$ cat src/rtl/sweep_max_tracker_pkg.sv
// Shared types and constants for the servo sweep/peak calibration sequencer.
// Pulse-width constants are shared with the downstream PWM generator.
package sweep_max_tracker_pkg;

  typedef enum logic [1:0] {
    StIdle,
    StSweep,
    StSettle,
    StHold
  } state_e;

  localparam logic [1:0] DIR_STOP = 2'b00;
  localparam logic [1:0] DIR_CCW  = 2'b01;
  localparam logic [1:0] DIR_CW   = 2'b10;

  localparam int unsigned PW_W             = 15;
  localparam int unsigned PW_MIN_DEFAULT   = 5000;
  localparam int unsigned PW_LIMIT_DEFAULT = 25000;
  localparam int unsigned PW_PARK_DEFAULT  = 15000;

  function automatic logic [1:0] dir_for_state(input state_e s);
    case (s)
      StSweep:          return DIR_CCW;
      StSettle, StHold: return DIR_CW;
      default:          return DIR_STOP;
    endcase
  endfunction

endpackage

$ cat src/rtl/sweep_max_tracker_peak_hold.sv
// Running-maximum latch: keeps the largest sample and the position it was seen at.
// Strict compare, so ties keep the earliest position; park overrides the position only.
module sweep_max_tracker_peak_hold #(
  parameter int unsigned SampleW  = 12,
  parameter int unsigned PosW     = 15,
  parameter int unsigned ClearPos = 0
) (
  input  logic               clk_i,
  input  logic               rst_ni,
  input  logic               clear_i,
  input  logic               en_i,
  input  logic [SampleW-1:0] sample_i,
  input  logic [PosW-1:0]    pos_i,
  input  logic               park_i,
  input  logic [PosW-1:0]    park_pos_i,
  output logic [SampleW-1:0] max_d_o,
  output logic [SampleW-1:0] max_o,
  output logic [PosW-1:0]    pos_o
);

  logic [SampleW-1:0] max_q, max_d;
  logic [PosW-1:0]    pos_q, pos_d;
  logic               upd;

  always_comb begin
    upd   = en_i && (sample_i > max_q);
    max_d = max_q;
    pos_d = pos_q;
    if (clear_i) begin
      max_d = '0;
      pos_d = PosW'(ClearPos);
    end else begin
      if (upd) begin
        max_d = sample_i;
        pos_d = pos_i;
      end
      if (park_i) begin
        pos_d = park_pos_i;
      end
    end
  end

  always_ff @(posedge clk_i or negedge rst_ni) begin
    if (!rst_ni) begin
      max_q <= '0;
      pos_q <= PosW'(ClearPos);
    end else begin
      max_q <= max_d;
      pos_q <= pos_d;
    end
  end

  assign max_d_o = max_d;
  assign max_o   = max_q;
  assign pos_o   = pos_q;

endmodule

$ cat src/rtl/sweep_max_tracker.sv
// Calibration sequencer: one 0-180 deg sweep, track the irradiance peak, settle and hold there.
// Optional low-light fallback to a park position is enabled with `define DARK_REJECT_EN.
module sweep_max_tracker
  import sweep_max_tracker_pkg::*;
#(
  parameter int unsigned SAMPLE_W       = 12,
  parameter int unsigned PW_MIN         = PW_MIN_DEFAULT,
  parameter int unsigned PW_LIMIT       = PW_LIMIT_DEFAULT,
  parameter int unsigned SETTLE_CYCLES  = 10000000,
  parameter int unsigned TIMEOUT_CYCLES = 50000000,
  parameter int unsigned DARK_THRESH    = 200,
  parameter int unsigned PW_PARK        = PW_PARK_DEFAULT
) (
  input  logic                clk_i,
  input  logic                rst_ni,
  input  logic                start_i,
  input  logic [PW_W-1:0]     pulse_width_i,
  input  logic                sample_valid_i,
  input  logic [SAMPLE_W-1:0] sample_i,
  output logic                en_o,
  output logic [1:0]          dir_o,
  output logic                es_o,
  output logic                mc_o,
  output logic [PW_W-1:0]     pulse_width_max_o,
  output logic [SAMPLE_W-1:0] max_sample_o,
  output logic                busy_o,
  output logic                done_o,
  output logic                timeout_o,
  output logic                dark_o
);

  // One counter serves both SWEEP timeout and SETTLE; it is cleared on every state change.
  localparam int unsigned CntMax = (TIMEOUT_CYCLES > SETTLE_CYCLES) ? TIMEOUT_CYCLES
                                                                     : SETTLE_CYCLES;
  localparam int unsigned CntW   = (CntMax > 2) ? $clog2(CntMax) : 1;

  state_e            state_q, state_d;
  logic [CntW-1:0]   cnt_q, cnt_d;
  logic              timeout_q, timeout_d;
  logic              dark_q, dark_d;
  logic              done_q, done_d;
  logic              en_q, en_d;
  logic              es_q, es_d;
  logic              mc_q, mc_d;
  logic              busy_q, busy_d;
  logic [1:0]        dir_q, dir_d;

  logic              sweep_entry, sweep_exit, sweep_end, sample_en, park;
  logic [SAMPLE_W-1:0] peak_max_d;

  assign sweep_end = sample_valid_i && (pulse_width_i >= PW_W'(PW_LIMIT));
  assign sample_en = sample_valid_i && (state_q == StSweep);

  always_comb begin
    state_d     = state_q;
    cnt_d       = cnt_q;
    timeout_d   = timeout_q;
    done_d      = 1'b0;
    sweep_entry = 1'b0;
    sweep_exit  = 1'b0;
    case (state_q)
      StIdle, StHold: begin
        if (start_i) begin
          state_d     = StSweep;
          cnt_d       = '0;
          timeout_d   = 1'b0;
          sweep_entry = 1'b1;
        end
      end
      StSweep: begin
        cnt_d = cnt_q + 1'b1;
        // A genuine end point beats a timeout landing on the same cycle.
        if (sweep_end) begin
          state_d    = StSettle;
          cnt_d      = '0;
          sweep_exit = 1'b1;
        end else if (cnt_q == CntW'(TIMEOUT_CYCLES - 1)) begin
          state_d    = StSettle;
          cnt_d      = '0;
          timeout_d  = 1'b1;
          sweep_exit = 1'b1;
        end
      end
      StSettle: begin
        cnt_d = cnt_q + 1'b1;
        if (cnt_q == CntW'(SETTLE_CYCLES - 1)) begin
          state_d = StHold;
          cnt_d   = '0;
          done_d  = 1'b1;
        end
      end
      default: state_d = StIdle;
    endcase
  end

`ifdef DARK_REJECT_EN
  assign park = sweep_exit && (peak_max_d < SAMPLE_W'(DARK_THRESH));
`else
  assign park = 1'b0;
`endif

  assign dark_d = sweep_entry ? 1'b0 : (park ? 1'b1 : dark_q);

  // Output pins are registered copies of what the next state implies.
  always_comb begin
    en_d   = (state_d != StIdle);
    dir_d  = dir_for_state(state_d);
    es_d   = (state_d == StSweep);
    mc_d   = (state_d == StSettle) || (state_d == StHold);
    busy_d = (state_d == StSweep) || (state_d == StSettle);
  end

  always_ff @(posedge clk_i or negedge rst_ni) begin
    if (!rst_ni) begin
      state_q   <= StIdle;
      cnt_q     <= '0;
      timeout_q <= 1'b0;
      dark_q    <= 1'b0;
      done_q    <= 1'b0;
      en_q      <= 1'b0;
      dir_q     <= DIR_STOP;
      es_q      <= 1'b0;
      mc_q      <= 1'b0;
      busy_q    <= 1'b0;
    end else begin
      state_q   <= state_d;
      cnt_q     <= cnt_d;
      timeout_q <= timeout_d;
      dark_q    <= dark_d;
      done_q    <= done_d;
      en_q      <= en_d;
      dir_q     <= dir_d;
      es_q      <= es_d;
      mc_q      <= mc_d;
      busy_q    <= busy_d;
    end
  end

  sweep_max_tracker_peak_hold #(
    .SampleW (SAMPLE_W),
    .PosW    (PW_W),
    .ClearPos(PW_MIN)
  ) u_peak_hold (
    .clk_i     (clk_i),
    .rst_ni    (rst_ni),
    .clear_i   (sweep_entry),
    .en_i      (sample_en),
    .sample_i  (sample_i),
    .pos_i     (pulse_width_i),
    .park_i    (park),
    .park_pos_i(PW_W'(PW_PARK)),
    .max_d_o   (peak_max_d),
    .max_o     (max_sample_o),
    .pos_o     (pulse_width_max_o)
  );

  assign en_o      = en_q;
  assign dir_o     = dir_q;
  assign es_o      = es_q;
  assign mc_o      = mc_q;
  assign busy_o    = busy_q;
  assign done_o    = done_q;
  assign timeout_o = timeout_q;
  assign dark_o    = dark_q;

endmodule

$ cat config.mk
export PLATFORM = sky130hd
export DESIGN_NAME = sweep_max_tracker
export DESIGN_NICKNAME = d
export VERILOG_FILES = /design/src/rtl/sweep_max_tracker_pkg.sv /design/src/rtl/sweep_max_tracker_peak_hold.sv /design/src/rtl/sweep_max_tracker.sv
export SDC_FILE = /design/constraint.sdc
export NUM_CORES = 1
export LEC_CHECK = 0
export CORE_MARGIN = 3
export CORE_UTILIZATION = 40
export CTS_CLUSTER_DIAMETER = 40
export CTS_CLUSTER_SIZE = 10
export DETAILED_ROUTE_END_ITERATION = 10
export SETUP_SLACK_MARGIN = 0.2
export SYNTH_ARGS = -nofsm -noshare
export SYNTH_HDL_FRONTEND = slang
export SYNTH_SLANG_ARGS = --single-unit
$ cat constraint.sdc
create_clock -name clk_i -period 3.01 [get_ports clk_i]
set_input_delay 0.602 -clock clk_i [delete_from_list [all_inputs] [get_ports clk_i]]
set_output_delay 0.602 -clock clk_i [all_outputs]
set_load 0.01 [all_outputs]
==> metrics.csv <==
metric,value,unit
Max VDD drop,0.000401,V
number of synthesized register bits,62,
max_cap viols,0,
DRC viols,0,
Critical path buffers and inverters,0,
number of setup violations in the final report,0,
sequential-to-total area share from yosys stat,44.6,%
Layout Nets,486,
port bufs,65,
CTS Buf Count,9,
row count,33,
CTS tree,yes,
grt total ovfl,0,
crit path DAT,3050,ps
"Clk Latency, worst-skew pair",340,ps
Post-Place Cells,523,
Initial Util,41.9,%
Post-synth EDFFs,0,
Power Dens Cells,854,nW/um^2
"Cell Area, Synth",3500,sq um
clk root buf,clkbuf_8,
most frequent cells after synthesis,"nand2_1, dfrtp_1, mux2i_1, nor3_1, ha_1",
clock transition at the registers of the reported paths,80,ps
ANT cells,0,
Synth Warn #,0,
"count leader, synth",nand2_1,
CP Cell Sequence,or4_4 > or4_4 > or3_2 > nand2_1 > a2bb2oi_1 > ha_1 > or2_2 > nor2b_1,
reg2reg path depth,8,
"Net Count, Synth",413,
Die Ht,99.5,microns
reg2reg end,dir_o[1]$_DFF_PN0_,
worst-margin pin slew,715,ps
initial antenna violation count,0,
family with the most delay on the worst path,simple AND/OR/NAND/NOR gates,
Pre-Repair DR Iteration Count,4,
HPWL after detailed placement,5940,microns
RSZ-0062 raised after global routing,yes,
Syn Area/Cell,9.68,sq um
GRT Total Usage,17.8,%
most frequent CP cell,or4_4,
Post-DRT Antenna Nets,0,
largest net degree at the start of global routing,45,
share of the synthesized area in the top cell type,40.8,%
Max Clk Rate,0.356,GHz
"Primary FF master, synth",dfrtp_1,
drt total wl,8430,microns
top post-synthesis cells by area,"dfrtp_1, mux2i_1, ha_1",
critical path type,reg2reg,
status,"complete, no violations",
Rel. slew slack,51.8,%
top cell type by total area after synthesis,dfrtp_1,
crit path launch type,register,
min cycle time layout,2810,ps
Fin Clk Skew,7.34,ps
vias in the first global route,2885,
fin crit share,93.4,%
"Req. time, crit path",3250,ps
Clock Tree Buf Depth,2,
worst reg2reg startpoint,cnt_q[18]$_DFFE_PN0N_,
Setup Total Neg Slack,0,ps
io pins,67,
die area,9900,sq um
die width,99.5,microns
post-synthesis cell count,361,
core area,8340,sq um
"Hold Vio Cnt, Final",0,
critical path peak fanout,5,
fraction of registers with async set/reset,100,%
Non-Filler Instances,544,
max incr delay on CP,500,ps
"slowest stage cell, crit path",or4_4,
"Slew Viols, Final",0,
via count,2861,
Routed WL per cell,15.5,microns
worst hold-check path type,in2async,
layout cells sized above 1,10.5,%
Final GP Congestion,0.861,
Leak,1.91,nW
Area growth syn-to-layout,30.2,%
first-pass GRT wire length,14100,microns
Worst setup EP type,register,
CTS H-Tree Depth,3,
CTS sink cnt,62,
R2R Setup Slk,200,ps
Yosys cell types,52,
Initial DRC Count,110,
Via density,5.26,
cells by family (layout without fill, tap and decap cells):
family	Yosys count	after routing	share of synthesized area, %
multiplexers	28	28	8.02
AO/OA/AOI/OAI	26	27	6.01
adder cells (fa/ha/maj)	21	21	7.52
flip-flops	62	62	44.6
XOR/XNOR	24	24	6.01
buffers and inverters	38	115	4.76
AND/OR/NAND/NOR	161	161	23.0
other	1	1	0.107
power by group:
group,internal (mW),switching [mW],leakage [nW]
registers,1.07,0.140,0.828
clock network,0.512,0.343,0.116
logic,0.831,0.994,0.965
total,2.41,1.48,1.91
placed cells by master, fill, tap and decap left out, drive strengths merged, types with 11 or more instances in the layout:
cell and count:
inv 19, clkbuf 11, xor2 14, nand2 64, dfrtp 57, ha 21
nor3 28, nand4 11, buf 16, mux2i 28, nor2 17, clkdlybuf4s50 64
final cells by class:
class / instances / area, sq um
inverters: 19 / 71.3
multi-input cells: 262 / 1800
repair buffers: 80 / 758
well taps: 105 / 131
flip-flops and latches: 62 / 1560
fillers: 768 / 3790
clock inverters: 5 / 81.3
clock buffers: 11 / 151
state kept, by name (all words and copies together), names as in the netlist:
name / cells
state_q: 2
timeout_o: 1
es_o: 1
cnt_q: 26
en_o: 1
u_peak_hold.max_o: 12
dir_o: 1
done_o: 1
mc_o: 1
busy_o: 1
u_peak_hold.pos_o: 15
per-stage QoR:
step	total power, mW	hold WS, ps	setup slack (ps)	cell area [sq um]	util, %
after floorplan	2.28	306	282	3500	-
after global placement	2.96	512	71.0	4260	51.1
after detailed placement	3.01	517	61.6	4260	51.1
after CTS	3.92	299	215	4520	54.2
after global routing	4.17	317	147	4550	54.6
final	3.89	275	199	4550	54.6
worst max path at each step:
stage	slack, ps	startpoint	to	cells past startpoint
2_1_floorplan	280	cnt_q[11]$_DFFE_PN0N_	dir_o[1]$_DFF_PN0_	8
3_3_place_gp	70	pulse_width_i[10]	dir_o[1]$_DFF_PN0_	9
3_5_place_dp	60	pulse_width_i[10]	dir_o[1]$_DFF_PN0_	9
4_1_cts	210	cnt_q[18]$_DFFE_PN0N_	dir_o[1]$_DFF_PN0_	8
5_1_grt	150	cnt_q[18]$_DFFE_PN0N_	dir_o[1]$_DFF_PN0_	8
6_report	200	cnt_q[18]$_DFFE_PN0N_	dir_o[1]$_DFF_PN0_	8
per-layer routing:
metal / GRT usage (%) / share of wire [%] / up-vias
li1: - / - / 1410
met1: 24.3 / 47 / 1346
met2: 28.6 / 46 / 93
met3: 3.30 / 5.8 / 12
met4: 5.99 / 1.3 / 0
met5: 0 / 0 / -
worst reg2reg max path, delay by kind of cell, from the launching register on:
family	cells	cell delay, ps
adders and majority gates	1	190
DFF	1	430
AOI/OAI and AO/OA	1	90
and+or+nand+nor	6	1990
what timing repair did:
action,4_1_cts,5_1_grt
buffers inserted,2,2
cloned,1,0
pin swaps,1,1
endpoints found under the setup margin,24,18
hold buffers,0,0
gates resized for setup,0,1
endpoints found under the hold margin,0,0
Power figures use the tool's default switching activity.
